File: config.mk
export PLATFORM = sky130hd
export DESIGN_NAME = tl_mem_port_arbiter
export DESIGN_NICKNAME = d
export VERILOG_FILES = /design/src/rtl/tl_mem_port_arbiter.sv
export SDC_FILE = /design/constraint.sdc
export NUM_CORES = 1
export LEC_CHECK = 0
export CORE_AREA = 2 2 242 244
export DETAILED_ROUTE_END_ITERATION = 10
export DIE_AREA = 0 0 244 246
export PLACE_DENSITY = 0.41
export SLEW_MARGIN = 20
export SYNTH_ARGS = -nofsm -noshare
export SYNTH_HDL_FRONTEND = slang
export SYNTH_SLANG_ARGS = --single-unit
File: constraint.sdc
create_clock -name clk_i -period 10 [get_ports clk_i]
set_clock_uncertainty 0.1 [all_clocks]
set_input_delay 2 -clock clk_i [delete_from_list [all_inputs] [get_ports clk_i]]
set_output_delay 2 -clock clk_i [all_outputs]
set_load 0.02 [all_outputs]
File: src/rtl/tl_mem_port_arbiter.sv
// ---------------------------------------------------------------------------
// tl_mem_port_arbiter
//
// Shares one TileLink-UL memory port between N_REQ requesters, for example
// L2 refill/writeback engines or per-bank L2 slices.
//
// A channel: round-robin grant. The grant is held for every beat of a
// multi-beat PutFullData/PutPartialData burst. The winner's index goes into
// the top IDX_W bits of mem_a_source_o.
// D channel: each beat goes back to the requester named by the top IDX_W
// bits of mem_d_source_i. This path keeps no state, so A and D traffic move
// independently of each other.
//
// Build option:
//   TL_ARB_FIXED_PRIO_EN - when defined, the IDLE grant is fixed priority
//                          (lowest index wins) and the round-robin pointer
//                          is not built. Burst locking does not change.
//
// Ports:
//   clk_i, rst_ni           clock, asynchronous active-low reset
//   req_a_*                 per-requester A channel (flattened N_REQ vectors)
//   mem_a_*                 memory-side A channel
//   mem_d_*                 memory-side D channel
//   req_d_valid_o/ready_i   per-requester D handshake
//   req_d_*_o               D payload broadcast to all requesters
//   arb_busy_o              burst lock held
//
// state    | meaning
// ---------+---------------------------------------------------------------
// ST_IDLE  | free arbitration; a multi-beat Put that fires takes the lock
// ST_BURST | grant held by lock_idx_q until the last beat of the burst fires
// ---------------------------------------------------------------------------
module tl_mem_port_arbiter #(
    parameter int unsigned N_REQ     = 2,
    parameter int unsigned ADDR_W    = 64,
    parameter int unsigned DATA_W    = 64,
    parameter int unsigned SRC_W     = 4,
    parameter int unsigned MAX_BEATS = 8,
    localparam int unsigned IDX_W    = (N_REQ > 1) ? $clog2(N_REQ) : 1,
    localparam int unsigned LSRC_W   = SRC_W - IDX_W,
    localparam int unsigned MASK_W   = DATA_W / 8
) (
    input  logic                       clk_i,
    input  logic                       rst_ni,

    input  logic [N_REQ-1:0]           req_a_valid_i,
    output logic [N_REQ-1:0]           req_a_ready_o,
    input  logic [N_REQ*3-1:0]         req_a_opcode_i,
    input  logic [N_REQ*3-1:0]         req_a_param_i,
    input  logic [N_REQ*3-1:0]         req_a_size_i,
    input  logic [N_REQ*LSRC_W-1:0]    req_a_source_i,
    input  logic [N_REQ*ADDR_W-1:0]    req_a_address_i,
    input  logic [N_REQ*MASK_W-1:0]    req_a_mask_i,
    input  logic [N_REQ*DATA_W-1:0]    req_a_data_i,

    output logic                       mem_a_valid_o,
    input  logic                       mem_a_ready_i,
    output logic [2:0]                 mem_a_opcode_o,
    output logic [2:0]                 mem_a_param_o,
    output logic [2:0]                 mem_a_size_o,
    output logic [SRC_W-1:0]           mem_a_source_o,
    output logic [ADDR_W-1:0]          mem_a_address_o,
    output logic [MASK_W-1:0]          mem_a_mask_o,
    output logic [DATA_W-1:0]          mem_a_data_o,

    input  logic                       mem_d_valid_i,
    output logic                       mem_d_ready_o,
    input  logic [2:0]                 mem_d_opcode_i,
    input  logic [1:0]                 mem_d_param_i,
    input  logic [2:0]                 mem_d_size_i,
    input  logic [SRC_W-1:0]           mem_d_source_i,
    input  logic [1:0]                 mem_d_sink_i,
    input  logic                       mem_d_denied_i,
    input  logic [DATA_W-1:0]          mem_d_data_i,
    input  logic                       mem_d_corrupt_i,

    output logic [N_REQ-1:0]           req_d_valid_o,
    input  logic [N_REQ-1:0]           req_d_ready_i,
    output logic [2:0]                 req_d_opcode_o,
    output logic [1:0]                 req_d_param_o,
    output logic [2:0]                 req_d_size_o,
    output logic [LSRC_W-1:0]          req_d_source_o,
    output logic [1:0]                 req_d_sink_o,
    output logic                       req_d_denied_o,
    output logic [DATA_W-1:0]          req_d_data_o,
    output logic                       req_d_corrupt_o,

    output logic                       arb_busy_o
);

    localparam int unsigned CNT_W = $clog2(MAX_BEATS + 1);

    typedef enum logic [0:0] {
        ST_IDLE  = 1'b0,
        ST_BURST = 1'b1
    } state_t;

    state_t             state_q, state_d;
    logic [IDX_W-1:0]   lock_idx_q, lock_idx_d;
    logic [CNT_W-1:0]   beat_cnt_q, beat_cnt_d;
`ifndef TL_ARB_FIXED_PRIO_EN
    logic [IDX_W-1:0]   rr_ptr_q, rr_ptr_d;
`endif

    // Per-requester views of the flattened payload buses.
    logic [N_REQ-1:0][2:0]        a_opcode;
    logic [N_REQ-1:0][2:0]        a_param;
    logic [N_REQ-1:0][2:0]        a_size;
    logic [N_REQ-1:0][LSRC_W-1:0] a_source;
    logic [N_REQ-1:0][ADDR_W-1:0] a_address;
    logic [N_REQ-1:0][MASK_W-1:0] a_mask;
    logic [N_REQ-1:0][DATA_W-1:0] a_data;

    assign a_opcode  = req_a_opcode_i;
    assign a_param   = req_a_param_i;
    assign a_size    = req_a_size_i;
    assign a_source  = req_a_source_i;
    assign a_address = req_a_address_i;
    assign a_mask    = req_a_mask_i;
    assign a_data    = req_a_data_i;

    logic [IDX_W-1:0]   sel_idx;
    logic [IDX_W-1:0]   cand;
    logic               sel_hit;
    logic               a_fire;
    logic [CNT_W-1:0]   sel_beats;

    // Number of beats in the request that starts at the selected requester.
    // Only Put messages carry more than one beat.
    function automatic logic [CNT_W-1:0] burst_beats(input logic [2:0] opcode,
                                                     input logic [2:0] size);
        int unsigned beats;
        beats = 1;
        if ((opcode == 3'd0 || opcode == 3'd1) && size >= 3'd3) begin
            beats = 32'd1 << (size - 3'd3);
            if (beats > MAX_BEATS) begin
                beats = MAX_BEATS;
            end
        end
        return CNT_W'(beats);
    endfunction

    // Grant selection. During a burst only the lock owner is considered.
    // In IDLE the descending loop leaves the lowest-ranked valid candidate
    // as the winner.
    always_comb begin
        sel_idx = '0;
        sel_hit = 1'b0;
        cand    = '0;
        if (state_q == ST_BURST) begin
            sel_idx = lock_idx_q;
            sel_hit = 1'b1;
        end else begin
            for (int k = N_REQ - 1; k >= 0; k--) begin
`ifdef TL_ARB_FIXED_PRIO_EN
                cand = IDX_W'(k);
`else
                cand = IDX_W'((32'(rr_ptr_q) + 32'(k)) % N_REQ);
`endif
                if (req_a_valid_i[cand]) begin
                    sel_idx = cand;
                    sel_hit = 1'b1;
                end
            end
        end
    end

    assign mem_a_valid_o   = sel_hit & req_a_valid_i[sel_idx];
    assign a_fire          = mem_a_valid_o & mem_a_ready_i;
    assign mem_a_opcode_o  = a_opcode[sel_idx];
    assign mem_a_param_o   = a_param[sel_idx];
    assign mem_a_size_o    = a_size[sel_idx];
    assign mem_a_source_o  = {sel_idx, a_source[sel_idx]};
    assign mem_a_address_o = a_address[sel_idx];
    assign mem_a_mask_o    = a_mask[sel_idx];
    assign mem_a_data_o    = a_data[sel_idx];
    assign sel_beats       = burst_beats(a_opcode[sel_idx], a_size[sel_idx]);

    always_comb begin
        req_a_ready_o = '0;
        if (sel_hit) begin
            req_a_ready_o[sel_idx] = mem_a_ready_i;
        end
    end

    always_comb begin
        state_d    = state_q;
        lock_idx_d = lock_idx_q;
        beat_cnt_d = beat_cnt_q;
`ifndef TL_ARB_FIXED_PRIO_EN
        rr_ptr_d   = rr_ptr_q;
`endif
        case (state_q)
            ST_IDLE: begin
                if (a_fire) begin
`ifndef TL_ARB_FIXED_PRIO_EN
                    rr_ptr_d = (32'(sel_idx) == N_REQ - 1) ? '0 : sel_idx + 1'b1;
`endif
                    if (sel_beats > CNT_W'(1)) begin
                        state_d    = ST_BURST;
                        lock_idx_d = sel_idx;
                        beat_cnt_d = sel_beats - 1'b1;
                    end
                end
            end
            ST_BURST: begin
                // A beat with valid low leaves the lock and the count as they are.
                if (a_fire) begin
                    beat_cnt_d = beat_cnt_q - 1'b1;
                    if (beat_cnt_q == CNT_W'(1)) begin
                        state_d = ST_IDLE;
                    end
                end
            end
            default: begin
                state_d = ST_IDLE;
            end
        endcase
    end

    always_ff @(posedge clk_i or negedge rst_ni) begin
        if (!rst_ni) begin
            state_q    <= ST_IDLE;
            lock_idx_q <= '0;
            beat_cnt_q <= '0;
`ifndef TL_ARB_FIXED_PRIO_EN
            rr_ptr_q   <= '0;
`endif
        end else begin
            state_q    <= state_d;
            lock_idx_q <= lock_idx_d;
            beat_cnt_q <= beat_cnt_d;
`ifndef TL_ARB_FIXED_PRIO_EN
            rr_ptr_q   <= rr_ptr_d;
`endif
        end
    end

    assign arb_busy_o = (state_q == ST_BURST);

    // D channel. A source whose index names no requester is accepted and
    // dropped, so a bad response cannot wedge the memory port.
    logic [IDX_W-1:0] d_idx;
    logic             d_hit;

    assign d_idx = mem_d_source_i[SRC_W-1 -: IDX_W];
    assign d_hit = (32'(d_idx) < N_REQ);

    always_comb begin
        req_d_valid_o = '0;
        mem_d_ready_o = 1'b1;
        if (d_hit) begin
            req_d_valid_o[d_idx] = mem_d_valid_i;
            mem_d_ready_o        = req_d_ready_i[d_idx];
        end
    end

    assign req_d_opcode_o  = mem_d_opcode_i;
    assign req_d_param_o   = mem_d_param_i;
    assign req_d_size_o    = mem_d_size_i;
    assign req_d_source_o  = mem_d_source_i[LSRC_W-1:0];
    assign req_d_sink_o    = mem_d_sink_i;
    assign req_d_denied_o  = mem_d_denied_i;
    assign req_d_data_o    = mem_d_data_i;
    assign req_d_corrupt_o = mem_d_corrupt_i;

endmodule

==> impl_metrics.yaml <==
outcome:
  status: "finished clean"
clocking:
  ctsHtreeMaxLevel: 1
  clkTransAtPathRegs_ps: 40
  clockBufferDepth: 2
  clock_sinks: 7
  cts_resized: 0
  clockRootBuffer: "clkbuf_16"
  clkLatencyLatePin_ps: 230
  post_cts_buffers: 0
  cts_tree: "built"
  ctsHoldBuffers: 0
  cts_inserted_buffers: 3
yosys:
  synthXorXnorAreaFrac: 0.00860
  synth_top_area_frac: 0.545
  synthMuxAreaShare: 0.560
  postSynth.asyncResetShare: 1.00
  synth_compound_area_frac: 0.0561
  ys_warn_count: 0
  synth_area_leader_cell: "mux2_2"
  synth_ff_type: "dfrtp_1"
  syn_inst: 331
  syn-cell-area_um2: 3060
  synth_fa_ha_area_frac: 0.0205
  yosys-top-cells-count: "mux2_2 (148), buf_4 (80), buf_2 (14), nand2_1 (8)"
  yosys.area_share.simple: 0.0671
  yosysSeqAreaShare: 0.0573
  syn_avg_cell_area_um2: 9.23
  syn-num-nets: 720
  yosys.cell_count.top_type: "mux2_2"
  ys_ff_latch: 7
  synth.distinct_cells: 40
  synth_top_family_by_area: "multiplexers"
  synth_edf_count: 0
  ys_top_cells_by_area: "mux2_2 (55%), buf_4 (20%), dfrtp_1 (5.7%)"
floorplanning:
  initial_core_util: 0.0533
  fp-row-count: 88
  die_area_um2: 60000
  die_w_um: 244
  chipHeight_um: 246
  io-pin-count: 619
  core-area_um2: 57400
sta:
  min_period_over_period: 0.662
  hold_viol_final: 0
  finalSetupTns_ps: 0
  max_clock_freq_mhz: 151
  holdWs_ps: 386
  worst_slew_pin_slew_ps: 713
  rsz0062_at_grt: "false"
  min_period_ps: 6620
  slew_viol_final: 0
  setup_viol: 0
  max_slew_margin: 0.521
  fin_ws_ps: 3380
worst_setup_path:
  cp_common_cell: "clkdlybuf4s50_1"
  cp_slowest_stage_delay_ps: 600
  endpoint_kind: "output pin"
  cp_data_required_time_ps: 7900
  cpLargestDelayFamily: "buffers and inverters"
  crit_slowest_cell: "clkdlybuf4s50_1"
  path_cells: "clkdlybuf4s50_1, nand2b_1, o21ai_4, buf_12, mux2_2, clkdlybuf4s50_1"
  cp.arrival_ps: 4520
  start_kind: "input port"
  crit_type: "input port to output pin"
  crit_fanout: 74
  crit_buf_inv: 3
detailed_routing:
  drt_iter0_markers: 60
  num_vias: 4060
  wl_per_cell_um: 19.0
  via_per_inst: 2.77
  ant_nets: 0
  first_pass_iters: 4
  wirelength_um: 27900
  drc: 0
power:
  peakVddDrop_v: 0.000113
  powerDensity_nw_per_um2: 203
  leakagePower_nw: 2.69
  finalPower_mw: 1.64
global_route:
  grt_usage: 0.0854
  grt_pass1_wl_um: 35200
  grt_max_degree: 89
  grt_overflow: 0
  grt_pass1_vias: 4403
  antenna_found_initial: 7
finish:
  final_nets: 1088
  drive_gt1_frac: 0.225
  nFillCells: 6499
  syn_to_final_growth_pct: 163
  final_area_um2: 8050
placement:
  place_ws_ps: 3390
  dpl.hpwl_um: 25400
  placed_area_um2: 7970
  gp_congestion: 0.760
  port_buffers: 460
min_path:
  hold_path_class: "register to register"
run:
  max_cap_viol_count: 0
[cells by family after synthesis]
group,count (synthesis)
adders and majority gates,5
AOI/OAI and AO/OA,22
xor gates and xnor gates,3
and+or+nand+nor,39
buffers and inverters,103
muxes,152
DFF,7
[report_power, final]
group	internal [mW]	switching (mW)
Clock	0.0530	0.0146
Sequential	0.0411	0.0187
Combinational	0.791	0.719
[cell usage in the layout, fill, tap and decap left out, types with 2 or more instances in the layout]
cell type,instances
clkdlybuf4s50_1,460
mux2_2,148
nand2_1,8
nor2_1,7
dfrtp_1,7
ha_1,5
nor2b_1,4
inv_1,4
nor3_1,4
nand2b_1,3
a21o_1,3
mux2i_1,3
nand3_1,3
a21oi_1,3
xnor2_1,3
clkbuf_16,3
diode_2,2
a31oi_1,2
o21a_1,2
and2_1,2
nor4_1,2
nand3b_1,2
buf_12,2
[final cells by class]
class                   count  area [um^2]  share of cell area
multi-input cells         221         2180               0.270
well taps                 765          957               0.119
flip-flops and latches      7          175              0.0218
repair buffers            462         4640               0.577
inverters                   4         15.0             0.00186
diodes                      2         5.00            0.000622
clock buffers               4         78.8             0.00979
[metrics by stage]
stage | cells | util
floorplan | 331 | -
global placement | 1459 | 0.139
detailed placement | 1459 | 0.139
CTS | 1463 | 0.140
global route | 1465 | 0.140
finish | 1465 | 0.140
[flip-flops by register name, summed over array words and instances, names as in the netlist]
register / count
beat_cnt_q: 4
rr_ptr_q: 1
arb_busy_o: 1
lock_idx_q: 1
[worst paths after layout]
check | slack (ps) | startpoint | cells after the start | end
min reg2reg | 390 | rr_ptr_q | 1 | rr_ptr_q
max reg2reg | 5780 | arb_busy_o | 15 | lock_idx_q
min in group asynchronous | 1950 | rst_ni | 1 | rr_ptr_q
max in group asynchronous | 7590 | rst_ni | 1 | beat_cnt_q[2]
min | 390 | rr_ptr_q | 1 | rr_ptr_q
max | 3380 | req_a_valid_i[1] | 6 | mem_a_param_o[1]
[routing by layer]
| metal | routed length, um | GRT usage | up-vias |
|---|---|---|---|
| met5 | 22 | 0 | - |
| met4 | 601 | 0.0195 | 4 |
| met3 | 3520 | 0.0387 | 18 |
| met2 | 14600 | 0.166 | 404 |
| met1 | 9180 | 0.0814 | 1793 |
| li1 | - | - | 1841 |
Note: power is estimated with default switching activity, not from simulation.
